## src/rtl/fetch_controller.sv

```systemverilog
// Instruction fetch: owns the PC, drives the sync ROM, presents instructions to decode via valid/ready.
// Latency 2 cycles issue->if_valid; decode stalls land in a 1-entry skid and issue throttles at occupancy 2.
module fetch_controller #(
    parameter int width_B          = 32,
    parameter int Addr_B           = 10,
    parameter int unsigned RESET_PC = 0
) (
    input  logic               clk,
    input  logic               reset_n,
    input  logic               start,
    input  logic               halt_req,
    input  logic               redirect_valid,
    input  logic [Addr_B-1:0]  redirect_addr,
    output logic               rom_en,
    output logic [Addr_B-1:0]  rom_addr,
    input  logic [width_B-1:0] rom_dout,
    output logic               if_valid,
    input  logic               if_ready,
    output logic [width_B-1:0] if_instr,
    output logic [Addr_B-1:0]  if_pc,
    output logic               busy
);

    typedef enum logic [1:0] {
        S_IDLE = 2'd0,
        S_RUN  = 2'd1,
        S_HALT = 2'd2
    } state_t;

    state_t              state;
    logic [Addr_B-1:0]   pc;
    logic                inflight;
    logic [Addr_B-1:0]   inflight_pc;
    logic                skid_valid;
    logic [width_B-1:0]  skid_instr;
    logic [Addr_B-1:0]   skid_pc;

    logic                consume;
    logic                issue;
    logic [1:0]          occ;

    assign consume = if_valid && if_ready;
    assign occ     = {1'b0, if_valid} + {1'b0, skid_valid} + {1'b0, inflight};
    // A slot freed by this cycle's consume may be refilled by this cycle's issue.
    assign issue   = (state == S_RUN) && !redirect_valid
                     && ((occ - {1'b0, consume}) < 2'd2);

    assign rom_en   = issue;
    assign rom_addr = pc;
    assign busy     = (state == S_RUN) || inflight || if_valid || skid_valid;

    always_ff @(posedge clk or negedge reset_n) begin
        if (!reset_n) begin
            state       <= S_IDLE;
            pc          <= Addr_B'(RESET_PC);
            inflight    <= 1'b0;
            inflight_pc <= '0;
            skid_valid  <= 1'b0;
            skid_instr  <= '0;
            skid_pc     <= '0;
            if_valid    <= 1'b0;
            if_instr    <= '0;
            if_pc       <= '0;
        end else if (redirect_valid) begin
            // Flush everything, including a return landing this cycle.
            pc         <= redirect_addr;
            inflight   <= 1'b0;
            skid_valid <= 1'b0;
            if_valid   <= 1'b0;
            if (halt_req && state == S_RUN)
                state <= S_HALT;
        end else begin
            case (state)
                S_IDLE:  if (start && !halt_req) state <= S_RUN;
                S_RUN:   if (halt_req) state <= S_HALT;
                S_HALT:  if (start && !halt_req) state <= S_RUN;
                default: state <= S_IDLE;
            endcase

            if (issue)
                pc <= pc + Addr_B'(1);
            inflight    <= issue;
            inflight_pc <= pc;

            if (!if_valid || if_ready) begin
                if (skid_valid) begin
                    if_valid   <= 1'b1;
                    if_instr   <= skid_instr;
                    if_pc      <= skid_pc;
                    skid_valid <= inflight;
                    if (inflight) begin
                        skid_instr <= rom_dout;
                        skid_pc    <= inflight_pc;
                    end
                end else if (inflight) begin
                    if_valid <= 1'b1;
                    if_instr <= rom_dout;
                    if_pc    <= inflight_pc;
                end else begin
                    if_valid <= 1'b0;
                end
            end else if (inflight) begin
                skid_valid <= 1'b1;
                skid_instr <= rom_dout;
                skid_pc    <= inflight_pc;
            end
        end
    end

endmodule
```

## config.mk

```make
export PLATFORM = sky130hd
export DESIGN_NAME = fetch_controller
export DESIGN_NICKNAME = d
export VERILOG_FILES = /design/src/rtl/fetch_controller.sv
export SDC_FILE = /design/constraint.sdc
export NUM_CORES = 1
export LEC_CHECK = 0
export CAP_MARGIN = 20
export CORE_MARGIN = 4
export CORE_UTILIZATION = 55
export CTS_CLUSTER_DIAMETER = 60
export CTS_CLUSTER_SIZE = 8
export DETAILED_ROUTE_END_ITERATION = 12
export GPL_ROUTABILITY_DRIVEN = 0
export GPL_TIMING_DRIVEN = 1
export PLACE_DENSITY = 0.95
export SLEW_MARGIN = 30
export SYNTH_ARGS = -nofsm -noshare
export SYNTH_HDL_FRONTEND = slang
export SYNTH_SLANG_ARGS = --single-unit
```

## constraint.sdc

```tcl
create_clock -name clk -period 7.19 [get_ports clk]
set_input_delay 1.438 -clock clk [delete_from_list [all_inputs] [get_ports clk]]
set_output_delay 1.438 -clock clk [all_outputs]
set_load 0.02 [all_outputs]
```

==> flow_summary.json <==
{
  "peakVddDrop_mv": 0.179,
  "fin_crit_sh": 0.764,
  "timing.critical_path.from_type": "input pin",
  "dr.pass1.iters": 4,
  "antenna_found_initial": 0,
  "hold_path_end": "inflight_pc[4]$_DFFE_PN0N_",
  "cts_tree": "done",
  "die_x_um": 101,
  "antenna_left": 0,
  "die_h_um": 101,
  "cts_max_path_buffers": 2,
  "slew_violations": 0,
  "synthArstFlopShare": 1.00,
  "overflow": 0,
  "synthSimpleGateAreaFrac": 0.0955,
  "post-synth-top-area-cell": "dfrtp_1",
  "maxCapViolations": 0,
  "synth_top_area_share": 0.569,
  "cp_data_required_time_ps": 5750,
  "synth_compound_area_frac": 0.0829,
  "clock_sinks": 109,
  "die_area_um2": 10300,
  "relSlewSlack": 0.479,
  "dp_hpwl_um": 6770,
  "dp.cells": 592,
  "period_needed_ps": 5490,
  "setup_violations": 0,
  "worstPathArrival_ps": 4060,
  "ff2ff_path_depth": 8,
  "synth_xor_area_frac": 0.00365,
  "n_fill_cell": 565,
  "startpoint": "if_ready",
  "clock_latency_ps": 360,
  "htree_levels": 3,
  "crit_path_end_kind": "output port",
  "cts_inserted_buffers": 9,
  "drc": 0,
  "io_buffer_count": 102,
  "synth_nets": 458,
  "grt_pass1_vias": 3486,
  "fin_ws_ps": 1700,
  "drt_iter0_markers": 135,
  "viasPerCell": 5.56,
  "muxShareOfSynthArea": 0.208,
  "synth_common_cells": "dfrtp_1, nor2_1, mux2i_1",
  "synth-seq-area-share": 0.569,
  "synth_seq_cells": 109,
  "via_count": 3383,
  "hp-class": "register to register",
  "hp-start": "inflight_pc[4]$_DFFE_PN0N_",
  "worstMarginPinSlew_ps": 781,
  "setup_tns_ps": 0,
  "timing.rr.end": "rom_addr[1]$_DFFE_PN0P_",
  "max_clock_freq_mhz": 182,
  "regArea_um2": 2730,
  "holdWs_ps": 513,
  "cts_resized": 0,
  "report.final.hold_viol_count": 0,
  "synth_top_family_by_area": "multiplexers",
  "leakage_nw": 2.64,
  "wl_per_cell_um": 16.2,
  "min_path_cells": 1,
  "rsz0062_at_grt": "false",
  "grt_use_total": 0.203,
  "total_power_mw": 1.90,
  "start_util": 0.575,
  "final_cell_count_no_fill": 608,
  "area_growth_pct": 26.2,
  "holdBufCountCts": 0,
  "cp_max_fo": 11,
  "syn_area_um2": 4800,
  "grt_pass1_wl_um": 16400,
  "ff2ff_setup_slack_ps": 4670,
  "pre_cts_ws_ps": 1510,
  "fin_nets": 549,
  "clk_pin_slew_ps": 100,
  "crit_type": "input pin to output port",
  "drive_gt1_frac": 0.143,
  "synth_warnings": 0,
  "synth_cells": 407,
  "antenna_cells": 0,
  "postCtsSetupRepairBufs": 0,
  "io_pins": 103,
  "yosysMostFrequentCell": "dfrtp_1",
  "synth_edf_count": 0,
  "powerDensity_nw_per_um2": 313,
  "syn_area_per_cell_um2": 11.8,
  "synth_fa_ha_area_frac": 0.00782,
  "clock_skew_ps": 12.7,
  "drt_wl_total_um": 9860,
  "cts-root-buf": "clkbuf_8",
  "grt_start_max_net_pins": 85,
  "ys_top_cells_by_area": "dfrtp_1, mux2i_1, mux2_2",
  "ys_types": 37,
  "core_area_um2": 8340,
  "r2r_start": "if_valid$_DFFE_PN0P_",
  "synthFlopType": "dfrtp_1",
  "std_cell_rows": 33,
  "multi_input_area_um2": 1920,
  "status": "finished clean"
}
## routing by layer
metal  track usage  part of all wire  vias up
li1              -                 -     1604
met5             0                 0        -
met3        0.0351             0.053       15
met2         0.332              0.49      101
met1         0.272              0.44     1663
met4        0.0757             0.017        0
## final cells by class
type,count,share of cell area
repair buffers,106,0.173
inverters,6,0.00372
multi-input cells,266,0.318
flip-flops and latches,109,0.451
clock inverters,5,0.00971
well taps,105,0.0217
clock buffers,11,0.0234
## cell usage in the layout (no fill, tap or decap), types with 2 or more instances in the layout
| cell | Yosys | routed |
|---|---|---|
| clkdlybuf4s50_1 | 0 | 101 |
| nor3_1 | 5 | 4 |
| a21o_1 | 6 | 6 |
| ha_1 | 3 | 3 |
| clkinvlp_4 | 0 | 2 |
| o21ai_0 | 8 | 8 |
| buf_4 | 4 | 5 |
| mux2_2 | 44 | 44 |
| mux2i_1 | 50 | 49 |
| dfrtp_1 | 109 | 108 |
| a21oi_1 | 45 | 45 |
| or4_1 | 3 | 3 |
| nand2_1 | 16 | 16 |
| clkbuf_8 | 0 | 10 |
| nor2b_1 | 6 | 6 |
| a22oi_1 | 3 | 3 |
| nand3_1 | 4 | 4 |
| inv_1 | 5 | 5 |
| a31oi_1 | 3 | 3 |
| o31ai_1 | 4 | 4 |
| nor2_1 | 51 | 51 |
## kinds of logic (layout without fill, tap and decap cells)
family                     count (synthesis)  after routing
muxes                                     94             94
AOI/OAI and AO/OA                         70             70
buffers and inverters                     32            128
adders and majority gates                  3              3
DFF                                      109            109
xor gates and xnor gates                   2              2
and+or+nand+nor                           97             97
## per-stage QoR
| stage | utilization | cell area (µm²) |
|---|---|---|
| 5_1_grt | 0.726 | 6050 |
| 3_5_place_dp | 0.701 | 5850 |
| 6_report | 0.726 | 6050 |
| 2_1_floorplan | - | 4800 |
| 4_1_cts | 0.725 | 6050 |
| 3_3_place_gp | 0.701 | 5850 |
## how the worst max path moves through the flow
stage              to  slack, ps  depth (start not counted)
2_1_floorplan  rom_en       2880                          8
3_3_place_gp   rom_en       1600                          9
3_5_place_dp   rom_en       1510                          9
4_1_cts        rom_en       1490                          9
5_1_grt        rom_en       1550                          9
6_report       rom_en       1700                          9
## sequential cells by signal, summed over array words and instances, names as in the netlist
register	flops
skid_valid	1
if_pc	10
inflight	1
if_valid	1
rom_addr	10
inflight_pc	10
state	2
if_instr	32
skid_pc	10
skid_instr	32
## critical path, stage by stage
cell,delay (ps)
clkdlybuf4s50_1,400
and2_1,170
ha_1,280
inv_1,40
ha_1,310
a21oi_4,200
mux2i_2,570
nor2_1,90
clkdlybuf4s50_1,560
## where the power goes
group          total [mW]  switching [mW]  internal [mW]
Sequential          0.852          0.0933          0.758
Clock               0.373           0.201          0.172
Combinational       0.671           0.341          0.330
Total                1.90           0.635           1.26
Note: power is estimated with default switching activity, not from simulation.
